===== src/rtl/qmfir_uart_burst_proto.sv =====
// UART command-protocol engine: byte frames -> burst reg/mem reads and writes.
// Optional write ACK byte (8'h5A) when QMFIR_UARTP_ACK_EN is defined.
module qmfir_uart_burst_proto #(
  parameter int ADDR_W      = 14,
  parameter int DATA_BYTES  = 3,
  parameter int RD_LAT      = 1,
  parameter int TIMEOUT_CYC = 65535
) (
  input  logic                    clk,
  input  logic                    rst,
  input  logic [7:0]              rx_data,
  input  logic                    rx_empty,
  output logic                    rx_re,
  output logic [7:0]              tx_data,
  input  logic                    tx_full,
  output logic                    tx_we,
  output logic [ADDR_W-1:0]       bus_addr,
  output logic [8*DATA_BYTES-1:0] bus_wdata,
  output logic                    mem_we,
  output logic                    reg_we,
  output logic                    mem_re,
  output logic                    reg_re,
  input  logic [8*DATA_BYTES-1:0] mem_rdata,
  input  logic [8*DATA_BYTES-1:0] reg_rdata,
  output logic                    busy,
  output logic                    err_tmo
);

  localparam int HB = (ADDR_W + 2 + 7) / 8;
  localparam int HW = 8 * HB;
  localparam int DW = 8 * DATA_BYTES;

  typedef enum logic [3:0] {
    S_IDLE,
    S_HDR,
    S_LEN,
    S_WDATA,
    S_WCOMMIT,
    S_RREQ,
    S_RWAIT,
    S_RSEND,
    S_DONE
`ifdef QMFIR_UARTP_ACK_EN
    , S_ACK
`endif
  } state_t;

  state_t            state_q, state_d;
  logic [7:0]        bcnt_q, bcnt_d;
  logic [HW-1:0]     hdr_q, hdr_d;
  logic              w_q, w_d;
  logic              mem_q, mem_d;
  logic [ADDR_W-1:0] addr_q, addr_d;
  logic [DW-1:0]     wdata_q, wdata_d;
  logic [DW-1:0]     rsh_q, rsh_d;
  logic [8:0]        rem_q, rem_d;
  logic [15:0]       lat_q, lat_d;
  logic [15:0]       tmo_q, tmo_d;

  assign bus_addr  = addr_q;
  assign bus_wdata = wdata_q;
  assign busy      = (state_q != S_IDLE);

  always_comb begin
    state_d = state_q;
    bcnt_d  = bcnt_q;
    hdr_d   = hdr_q;
    w_d     = w_q;
    mem_d   = mem_q;
    addr_d  = addr_q;
    wdata_d = wdata_q;
    rsh_d   = rsh_q;
    rem_d   = rem_q;
    lat_d   = lat_q;
    tmo_d   = '0;
    rx_re   = 1'b0;
    tx_we   = 1'b0;
    tx_data = rsh_q[DW-1 -: 8];
    mem_we  = 1'b0;
    reg_we  = 1'b0;
    mem_re  = 1'b0;
    reg_re  = 1'b0;
    err_tmo = 1'b0;

    unique case (state_q)
      S_IDLE: begin
        bcnt_d = '0;
        if (!rx_empty) state_d = S_HDR;
      end
      S_HDR: if (!rx_empty) begin
        rx_re  = 1'b1;
        hdr_d  = HW'({hdr_q, rx_data});
        bcnt_d = bcnt_q + 8'd1;
        if (bcnt_q == 8'(HB - 1)) begin
          bcnt_d  = '0;
          w_d     = hdr_d[HW-1];
          mem_d   = hdr_d[HW-2];
          addr_d  = hdr_d[ADDR_W-1:0];
          state_d = S_LEN;
        end
      end
      S_LEN: if (!rx_empty) begin
        rx_re   = 1'b1;
        rem_d   = {1'b0, rx_data} + 9'd1;
        state_d = w_q ? S_WDATA : S_RREQ;
      end
      S_WDATA: if (!rx_empty) begin
        rx_re   = 1'b1;
        wdata_d = DW'({wdata_q, rx_data});
        bcnt_d  = bcnt_q + 8'd1;
        if (bcnt_q == 8'(DATA_BYTES - 1)) begin
          bcnt_d  = '0;
          state_d = S_WCOMMIT;
        end
      end
      S_WCOMMIT: begin
        mem_we  = mem_q;
        reg_we  = ~mem_q;
        addr_d  = addr_q + ADDR_W'(1);
        rem_d   = rem_q - 9'd1;
        state_d = (rem_q == 9'd1) ? S_DONE : S_WDATA;
      end
      S_RREQ: begin
        mem_re  = mem_q;
        reg_re  = ~mem_q;
        addr_d  = addr_q + ADDR_W'(1);
        lat_d   = '0;
        state_d = S_RWAIT;
      end
      S_RWAIT: begin
        lat_d = lat_q + 16'd1;
        if (lat_q == 16'(RD_LAT - 1)) begin
          rsh_d   = mem_q ? mem_rdata : reg_rdata;
          bcnt_d  = '0;
          state_d = S_RSEND;
        end
      end
      S_RSEND: if (!tx_full) begin
        tx_we  = 1'b1;
        rsh_d  = rsh_q << 8;
        bcnt_d = bcnt_q + 8'd1;
        if (bcnt_q == 8'(DATA_BYTES - 1)) begin
          bcnt_d  = '0;
          rem_d   = rem_q - 9'd1;
          state_d = (rem_q == 9'd1) ? S_DONE : S_RREQ;
        end
      end
      S_DONE: begin
`ifdef QMFIR_UARTP_ACK_EN
        state_d = w_q ? S_ACK : S_IDLE;
`else
        state_d = S_IDLE;
`endif
      end
`ifdef QMFIR_UARTP_ACK_EN
      S_ACK: begin
        tx_data = 8'h5A;
        if (!tx_full) begin
          tx_we   = 1'b1;
          state_d = S_IDLE;
        end
      end
`endif
      default: state_d = S_IDLE;
    endcase

    // Starvation only aborts while a frame is still being received
    if ((state_q == S_HDR || state_q == S_LEN || state_q == S_WDATA) && rx_empty) begin
      tmo_d = tmo_q + 16'd1;
      if (TIMEOUT_CYC != 0 && tmo_q == 16'(TIMEOUT_CYC - 1)) begin
        err_tmo = 1'b1;
        tmo_d   = '0;
        state_d = S_IDLE;
      end
    end

    if (rst) begin
      rx_re   = 1'b0;
      tx_we   = 1'b0;
      mem_we  = 1'b0;
      reg_we  = 1'b0;
      mem_re  = 1'b0;
      reg_re  = 1'b0;
      err_tmo = 1'b0;
    end
  end

  always_ff @(posedge clk) begin
    if (rst) begin
      state_q <= S_IDLE;
      bcnt_q  <= '0;
      hdr_q   <= '0;
      w_q     <= 1'b0;
      mem_q   <= 1'b0;
      addr_q  <= '0;
      wdata_q <= '0;
      rsh_q   <= '0;
      rem_q   <= '0;
      lat_q   <= '0;
      tmo_q   <= '0;
    end else begin
      state_q <= state_d;
      bcnt_q  <= bcnt_d;
      hdr_q   <= hdr_d;
      w_q     <= w_d;
      mem_q   <= mem_d;
      addr_q  <= addr_d;
      wdata_q <= wdata_d;
      rsh_q   <= rsh_d;
      rem_q   <= rem_d;
      lat_q   <= lat_d;
      tmo_q   <= tmo_d;
    end
  end

endmodule


===== config.mk =====
export PLATFORM = sky130hd
export DESIGN_NAME = qmfir_uart_burst_proto
export DESIGN_NICKNAME = d
export VERILOG_FILES = /design/src/rtl/qmfir_uart_burst_proto.sv
export SDC_FILE = /design/constraint.sdc
export NUM_CORES = 1
export LEC_CHECK = 0
export ABC_AREA = 1
export CORE_MARGIN = 3
export CORE_UTILIZATION = 58
export DETAILED_ROUTE_END_ITERATION = 12
export GPL_TIMING_DRIVEN = 0
export PLACE_DENSITY = 0.85
export SYNTH_ARGS = -nofsm -noshare
export SYNTH_HDL_FRONTEND = slang
export SYNTH_SLANG_ARGS = --single-unit

===== constraint.sdc =====
create_clock -name clk -period 3.1 [get_ports clk]
set_clock_uncertainty 0.15 [all_clocks]
set_input_delay 0.62 -clock clk [delete_from_list [all_inputs] [get_ports clk]]
set_output_delay 0.62 -clock clk [all_outputs]
set_load 0.005 [all_outputs]

# ---- Yosys cells after proc, flatten, opt, wreduce, memory -nomap -nowiden
# Index checks and enable logic that the tools add are counted.
dict set report word_totals {
  ff_bits 125
  output_inout_bits 54
}
dict set report op_classes {
  addsub 6
  eq_ne 18
  n_mux 51
  bitwise 3
  n_reduce_logical 21
}
# op n
set op_table {}
lappend op_table {{$mux 24} 3}
lappend op_table {{$mux 4} 13}
lappend op_table {{$mux 8} 6}
lappend op_table {{$pmux 24 s2} 1}
lappend op_table {{$pmux 8 s5} 1}
lappend op_table {{$add 16x1->16 const B} 2}
lappend op_table {{$pmux 16 s2} 1}
lappend op_table {{$pmux 4 s8} 1}
lappend op_table {{$mux 14} 2}
lappend op_table {{$pmux 14 s2} 1}
lappend op_table {{$mux 9} 3}
lappend op_table {{$pmux 9 s3} 1}
lappend op_table {{$mux 1} 17}
lappend op_table {{$eq 16x16->1 const B} 1}
lappend op_table {{$eq 4x3->1 const B} 4}
lappend op_table {{$logic_not 16->1} 1}
lappend op_table {{$add 14x1->14 const B} 1}
lappend op_table {{$ne 2x2->1 const B} 7}
lappend op_table {{$add 8x1->9 const B} 1}
lappend op_table {{$eq 9x1->1 const B} 1}
lappend op_table {{$reduce_and 3->1} 3}
lappend op_table {{$sub 9x1->9 const B} 1}
lappend op_table {{$add 8x1->8 const B} 1}
lappend op_table {{$eq 4x2->1 const B} 2}
lappend op_table {{17 further kinds} 24}

# ---- Depth between registers and ports, before layout
# Gate-level depths: netlist of the first run.
dict set report depth {
  word_depth 7
  depth_mapped 11
  mapped_depth_nobuf 11
}

# ---- Worst setup path after synthesis of the first run
# No wires, ideal clock.
dict set report synth_timing {
  path_type {register to output}
  start {register mem_q}
  end {output mem_re}
  arrival_time_ns 1.217
  required_time_ns 2.330
  path_slack_ns 1.113
  path_stages_with_launch 5
  path_cell_list {dfxtp_1 clkbuf_1 clkinv_1 clkbuf_1 nor3_1}
}
dict set report synth_between {
  elab_chain_len 2
}
# item line_no
set synth_rtl {}
lappend synth_rtl {{start, declared} 52} ;# logic mem_q, mem_d;
lappend synth_rtl {{start signal, assigned} 206} ;# mem_q <= mem_d;
lappend synth_rtl {{$mux 1} 85} ;# unique case (state_q)
lappend synth_rtl {{$mux 1} 177} ;# if (rst) begin
lappend synth_rtl {{end, declared} 21} ;# output logic mem_re,
# Every way passes these cells.

# ---- Worst setup path after layout of the first run
dict set report layout_timing {
  start {register state_q[1]}
  end {output err_tmo}
}
dict set report layout_between {
  elab_chain_len 6
}
# item line_no
set layout_rtl {}
lappend layout_rtl {{start, declared} 48} ;# state_t state_q, state_d;
lappend layout_rtl {{start signal, assigned} 202} ;# state_q <= state_d;
lappend layout_rtl {{$eq 4x1->1 / $eq 4x2->1 (equally long branches)} 168} ;# if ((state_q == S_HDR || state_q == S_LEN || state_q == S_WDATA) && rx_empty) begin
lappend layout_rtl {{$logic_or 1x1->1} 168}
lappend layout_rtl {{$logic_or 1x1->1 *} 168}
lappend layout_rtl {{$logic_and 1x1->1 *} 168}
lappend layout_rtl {{$mux 1 *} 168}
lappend layout_rtl {{$mux 1 *} 177}
lappend layout_rtl {{end, declared} 26} ;# output logic err_tmo
# Every way passes the cells marked *; elsewhere a longest branch is shown, timed or not.

==> run metrics, run 1 <==
largest cells by area after synthesis sky130_fd_sc_hd__dfxtp_1, sky130_fd_sc_hd__nand2_1, sky130_fd_sc_hd__a21oi_1; Inserted Clock Buffers 17; routed length per placed instance 14.78 µm; Most Frequent Cell on Critical Path sky130_fd_sc_hd__nand2_1; ys async rst share 0; cell total after placement 1356; signal arrival time at the worst endpoint ~2.3 ns; buffers added on ports 110; fillers 913; mean cell area of the mapped netlist 6.348 µm²; Comb pwr share 0.077; Clock transition at path regs ~0.060 ns; leak pwr 3.422 nW; global-route congestion overflow total 0; area fraction of the dominant cell type after synthesis 0.3574; via count of the first global-routing pass 6841; startpoint of the worst-slack reg-to-reg timing path bcnt_q[0]; hold-critical path endpoint hdr_q[1]; setup repair after global routing missed its margin yes; Routed WL 20510 µm; Area growth syn-to-layout 26.77%; part of the total power dissipated in the clock network 0.504; outcome complete, no violations; DRC viols 0; cell count after synthesis ~1.1k; Hold Crit Start hdr_q[1]; maximum level of the CTS H-tree 4; CP bufs+invs 2; leading area contributor after synthesis sky130_fd_sc_hd__dfxtp_1; tightest slew margin relative to the limit 0.5370; final clock period utilization by the worst path 0.9901; count of clock tree sinks around 130; sequential share of power 0.419; Crit path required time 2.33 ns; Post-Synthesis Net Count 1174; width of the chip roughly 120 µm; switching power of the nets 960.4 µW; Cell Area, Synth around 7000 µm²; Hold Path Depth 2; kind of critical path register to output pin; Placer Congestion 0.9267; number of synthesis warnings 0; sequential-to-total area share from yosys stat 0.3574; initial cell density of the core 0.6029; kind of cell adding the most delay to the critical path simple AND/OR/NAND/NOR gates; diodes inserted 0; number of DRC markers after the initial detailed-route iteration 625; total global routing track utilization 0.3022; FP Rows 39; sum of negative setup slack 0 ns; power per cell area 440.7 nW/µm²; worst setup slack before clock tree synthesis -0.2207 ns; cell-by-cell trace of the critical path inv_2 -> nand2_1 -> nand2_1 -> nor2_1 -> nand4_1 -> nor2_2 -> clkdlybuf4s50_1; number of vias per cell 5.513; number of antenna violations at the first check in global routing 0; Layout Cells excl Fill between 1k and 1.5k; kind of start point of the critical path register; Finish-stage setup viols 0; TritonRoute pass-1 iters 5; peak ir drop on the vdd network 0.3247 mV; flop-to-flop setup slack 1.10 ns; root buffer cell sky130_fd_sc_hd__clkbuf_16; class of the worst hold path register to register; Crit-path slowest cell sky130_fd_sc_hd__clkdlybuf4s50_1; maximum fanout count along the critical path 5; placeable core area 11610 µm²; number of antenna-violating nets in the routed design 0; # Max-Cap Violations 0; Via Count roughly 7.6k; count of flip-flops with a built-in enable after synthesis 0; number of endpoints with negative hold slack in the final report 0; CP Capture Type output pin; largest net degree at the start of global routing 17; Internal Power approximately 3 mW; switching part of the total power 0.2455; synth unique cells 38; num ports 114; first-pass GRT wire length 32270 µm; reg-to-reg endpoint bus_addr[1]; worst path setup slack after routing a little over 0.03 ns; fraction of final layout cells sized beyond drive strength 1 0.08360; maximum count of clock buffers along a single path 2; predominant post-synthesis flop cell sky130_fd_sc_hd__dfxtp_1; die area approximately 13000 µm²; HPWL Detailed about 15000 µm; R2R cell count 9; Seq cells post-synth 125; Max Slew Vio Count 0; chip height 115.9 µm; Worst-Skew Late Latency roughly 0.44 ns; number of buffers inserted for hold repair after clock tree synthesis 0; clock period minus worst slack about 3.1 ns; slowest stage delay, CP 0.53 ns; TritonCTS clock tree built; measured slew at the worst slew-check pin 0.6945 ns; upper clock frequency limit 325.8 MHz; layout net count 1303
## routing by layer
layer,share of wire,up-vias,global-route usage
met5,0,-,0
met2,0.46,305,0.5071
met4,0.019,0,0.1052
met1,0.43,3493,0.3790
li1,-,3812,-
met3,0.083,37,0.07467
## layout by cell type, fill, tap and decap left out, drive strengths merged, types with 5 or more instances in the layout
| master | n |
|---|---|
| nor3 | 15 |
| o21ai | 76 |
| a31oi | 5 |
| clkdlybuf4s50 | 109 |
| inv | 118 |
| clkinv | 7 |
| nor2 | 139 |
| buf | 24 |
| nand2 | 316 |
| dfxtp | 125 |
| ha | 11 |
| clkbuf | 42 |
| xor2 | 7 |
| nand3 | 104 |
| a21oi | 115 |
| nand4 | 11 |
## layout make-up
cell class                 count  area (µm²)  share of cell area
buffer                        47       245.2             0.02763
clock buffer                  18       439.2             0.04948
clock inverter                13       143.9             0.01621
inverter                     118       446.7             0.05032
multi-input combinational    812        3807              0.4290
sequential                   125        2506              0.2824
tap                          143       178.9             0.02016
timing repair buffer         111        1109              0.1249
## worst max path at each step
stage / startpoint / endpoint / slack [ns] / depth (start not counted)
2_1_floorplan: mem_q / mem_re / 1.11 / 4
3_3_place_gp: rx_empty / err_tmo / -0.23 / 6
3_5_place_dp: rx_empty / err_tmo / -0.22 / 6
4_1_cts: state_q[0] / err_tmo / 0.02 / 7
5_1_grt: state_q[1] / err_tmo / -0.007 / 7
6_report: state_q[1] / err_tmo / 0.03 / 7
## power by group through the flow
stage	registers [mW]	logic [mW]	clock network (mW)
2_1_floorplan	1.67	0.154	0
3_3_place_gp	1.67	0.289	0
3_5_place_dp	1.67	0.294	0
4_1_cts	1.64	0.297	1.96
5_1_grt	1.64	0.332	2.04
6_report	1.64	0.301	1.97
## metrics by stage
stage | utilization | hold slack (ns) | power, mW | area, µm²
floorplan | - | 0.2744 | 1.823 | 7002
global placement | 0.7131 | 0.2864 | 1.961 | 8282
detailed placement | 0.7131 | 0.2905 | 1.966 | 8282
CTS | 0.7634 | 0.2987 | 3.899 | 8866
global route | 0.7643 | 0.3062 | 4.011 | 8876
finish | 0.7643 | 0.2967 | 3.912 | 8876
## synthesized netlist by cell type (4+ instances only)
cell type                  number
sky130_fd_sc_hd__a21oi_1      113
sky130_fd_sc_hd__a31oi_1        5
sky130_fd_sc_hd__buf_2         10
sky130_fd_sc_hd__buf_4         11
sky130_fd_sc_hd__clkbuf_1      25
sky130_fd_sc_hd__dfxtp_1      125
sky130_fd_sc_hd__ha_1          11
sky130_fd_sc_hd__inv_1        106
sky130_fd_sc_hd__inv_2         10
sky130_fd_sc_hd__nand2_1      304
sky130_fd_sc_hd__nand2_2       10
sky130_fd_sc_hd__nand3_1      100
sky130_fd_sc_hd__nand3_2        4
sky130_fd_sc_hd__nand4_1       11
sky130_fd_sc_hd__nor2_1       127
sky130_fd_sc_hd__nor2_2         7
sky130_fd_sc_hd__nor2_4         4
sky130_fd_sc_hd__nor3_1        13
sky130_fd_sc_hd__o21ai_0       65
sky130_fd_sc_hd__o21ai_1       11
sky130_fd_sc_hd__xor2_1         7
## worst register-to-register path, delay by kind of cell, from the launching register on
kind	cells	cell delay, ns
flops	1	0.43
buf+inv	2	0.25
fa+ha+maj	1	0.18
simple gates	5	0.80
compound gates	1	0.05
## kinds of logic (layout without fill, tap and decap cells)
family                   Yosys count  in the layout  share of synthesized area
AND/OR/NAND/NOR                  589            589                     0.3619
buffers and inverters            166            307                    0.09918
adder cells (fa/ha/maj)           11             11                    0.01966
XOR/XNOR                           9              9                    0.01126
flip-flops                       125            125                     0.3574
AO/OA/AOI/OAI                    203            203                     0.1506
## registers in the layout, indices dropped and copies added, names as in the netlist, 8 cells and up
name,cells
bus_wdata,24
hdr_q,8
bcnt_q,8
lat_q,16
tmo_q,16
rsh_q,24
bus_addr,14
rem_q,9
## timing repair
action                                 CTS  global route
gates resized for setup                  5             2
endpoints found under the hold margin    0             0
setup buffers                            0             1
setup endpoints to repair                3             2
pin swaps                                0             1
No activity file was read; power rests on OpenSTA's default activity.
==> run 2, diff against run 1 <==
CORE_UTILIZATION = 49   (was 58)
PLACE_DENSITY = 0.76   (was 0.85)
clock period = 2.75 ns   (was 3.1 ns; I/O delays follow)
==> run 2 against run 1 <==
Compared with the run above:
- sequential cell count stayed put
- critical endpoint is now rx_re
- combinational power increased by 11%
- non-clock buffer count increased by 2
- hold slack better by 0.0056 ns
- sequential share of layout area shrank 0.28 points
- cell count increased by 2.9%
- count of clock-buffer cells in the layout fell by 1
- power rose by 15%
- final area is 1.4% higher
- clock power grew 18%
- critical path depth down 3
- utilization is 12 points lower
- largest cell class unchanged
==> run metrics, run 2 (synthesized netlist as in run 1, its figures left out) <==
met1 Track Usage GR 0.3450 (-0.03400); Layout Cells excl Fill 1427 (+2.9%); Clock transition at path regs 0.06 ns (about the same); fraction of final layout cells sized beyond drive strength 1 0.09222 (+0.008620); Crit path required time 2.05 ns (-0.28 ns); flop-to-flop setup slack 0.74 ns (-0.36 ns); tightest slew margin relative to the limit 0.4912 (-0.04580); area of the multi-input gates 3825 µm² (+0.46%); class of the worst hold path register to register; cell total after placement 1393 (+2.7%); met2 track utilization from global routing 0.3984 (-0.1087); via count of the first global-routing pass 6858 (+0.25%); Critical Path Stages 4 (-3); total power consumption of the routed design 4.506 mW (+15%); CP Capture Type output pin; initial cell density of the core 0.5025 (-0.1004); Area growth syn-to-layout 28.48%; global-route congestion overflow total 0 (unchanged); CP bufs+invs 3 (+1); root buffer cell sky130_fd_sc_hd__clkbuf_16; Hold Path Depth 2 (unchanged); die area 15760 µm² (+17%); largest net degree at the start of global routing 19 (+2); worst setup slack before clock tree synthesis -0.4449 ns (-0.2242 ns); num ports 114 (unchanged); maximum level of the CTS H-tree 4 (unchanged); most common cell after layout, fill and taps aside sky130_fd_sc_hd__nand2_1; signal arrival time at the worst endpoint 1.98 ns (-0.32 ns); met3 usage in global routing 0.05980 (-0.01487); power per cell area 500.8 nW/µm² (+14%); TritonCTS clock tree built; cell-by-cell trace of the critical path clkbuf_1 -> clkbuf_1 -> nor3_2 -> clkdlybuf4s50_1; TritonRoute pass-1 iters 5 (unchanged); kind of critical path input pin to output pin; chip height 125.5 µm (+8.3%); number of DRC markers after the initial detailed-route iteration 561 (-10%); width of the chip 125.5 µm (+8.3%); leak pwr 3.478 nW (+1.6%); peak ir drop on the vdd network 0.4458 mV (+37%); worst path setup slack after routing 0.06623 ns (+0.03539 ns); placeable core area 13930 µm² (+20%); diodes inserted 0 (unchanged); Worst-Skew Late Latency 0.42 ns (-0.02 ns); Placer Congestion 0.9142 (-1.3%); maximum count of clock buffers along a single path 2 (unchanged); kind of cell adding the most delay to the critical path buffers and inverters; DRC viols 0 (unchanged); routed length per placed instance 14.07 µm (-4.8%); commonest cells after routing, fill and taps aside sky130_fd_sc_hd__nand2_1, sky130_fd_sc_hd__nor2_1, sky130_fd_sc_hd__dfxtp_1; R2R cell count 9 (unchanged); setup repair after global routing missed its margin no; kind of start point of the critical path input pin; clock period minus worst slack ~2.7 ns; Routed WL 20080 µm (-2.1%); layout net count 1305 (+0.15%); number of vias per cell 5.267 (-4.5%); grt peak-use layer met2; Most Frequent Cell on Critical Path sky130_fd_sc_hd__clkbuf_1; HPWL Detailed 14550 µm (about the same); slowest stage delay, CP 0.59 ns (+0.06 ns); first-pass GRT wire length 32880 µm (+1.9%); upper clock frequency limit about 370 MHz; Max Slew Vio Count 0 (unchanged); outcome complete, no violations; register cell area after layout 2515 µm² (+0.35%); Finish-stage setup viols 0 (unchanged); Inserted Clock Buffers 17 (unchanged); total global routing track utilization 0.2541 (-0.04811); Via Count 7516 (-1.7%); maximum fanout count along the critical path 10 (+5); number of antenna-violating nets in the routed design 0 (unchanged); count of clock tree sinks 125 (unchanged); fillers 1294 (+42%); # Max-Cap Violations 0 (unchanged); final clock period utilization by the worst path 0.9759; number of endpoints with negative hold slack in the final report 0 (unchanged); FP Rows 43 (+10%); measured slew at the worst slew-check pin 0.7632 ns (+0.06869 ns); Crit-path slowest cell sky130_fd_sc_hd__clkbuf_1; number of antenna violations at the first check in global routing 2 (+2); buffers added on ports 110 (unchanged)
==> run 2: worst reg2reg max path: stages, from the launching register on <==
cell	delay (ns)
sky130_fd_sc_hd__dfxtp_2	0.36
sky130_fd_sc_hd__nor2_4	0.14
sky130_fd_sc_hd__buf_4	0.15
sky130_fd_sc_hd__nand3_2	0.12
sky130_fd_sc_hd__inv_2	0.17
sky130_fd_sc_hd__nand3_2	0.16
sky130_fd_sc_hd__buf_2	0.23
sky130_fd_sc_hd__o21ai_0	0.26
sky130_fd_sc_hd__nand2_1	0.09
sky130_fd_sc_hd__a21oi_1	0.12
==> run 2: final timing paths <==
path                                 start            to
worst max-delay path                   rst         rx_re
worst min register to register    hdr_q[1]      hdr_q[1]
worst min-delay path              hdr_q[1]      hdr_q[1]
worst max register to register  state_q[3]  bus_addr[13]
==> run 2: area by class of cell <==
type	count	share of cell area
buffer	46	0.02698
inverter	118	0.04979
sequential	125	0.2796
clock buffer	17	0.04729
clock inverter	15	0.02058
tap	180	0.02503
multi-input combinational	812	0.4252
timing repair buffer	114	0.1256
==> run 2: layer usage <==
layer / up-vias / wire length [µm]
met5: - / 27
met4: 4 / 339
met3: 35 / 1396
met2: 240 / 9121
met1: 3429 / 9191
li1: 3808 / -
==> run 2: timing repair <==
action	CTS	global route
gates cloned	0	0
setup buffers	4	0
hold buffers	0	0
setup endpoints to repair	7	6
resized for setup	14	7
pin swaps	5	0
==> run 2: power breakdown <==
part / internal (mW) / total (mW) / switching (mW)
clock network: 1.44 / 2.32 / 0.885
logic: 0.145 / 0.335 / 0.190
registers: 1.83 / 1.85 / 0.0169
total: 3.41 / 4.51 / 1.09
==> run 2: metrics by stage <==
step	instance area [µm²]	TNS (ns)	utilization	hold WS, ns
5_1_grt	8996	0	0.6456	0.3195
3_5_place_dp	8328	-0.5819	0.5976	0.2952
4_1_cts	8981	0	0.6445	0.3054
6_report	8996	0	0.6456	0.3023
3_3_place_gp	8328	-0.6501	0.5976	0.2859
2_1_floorplan	7002	0	-	0.2744
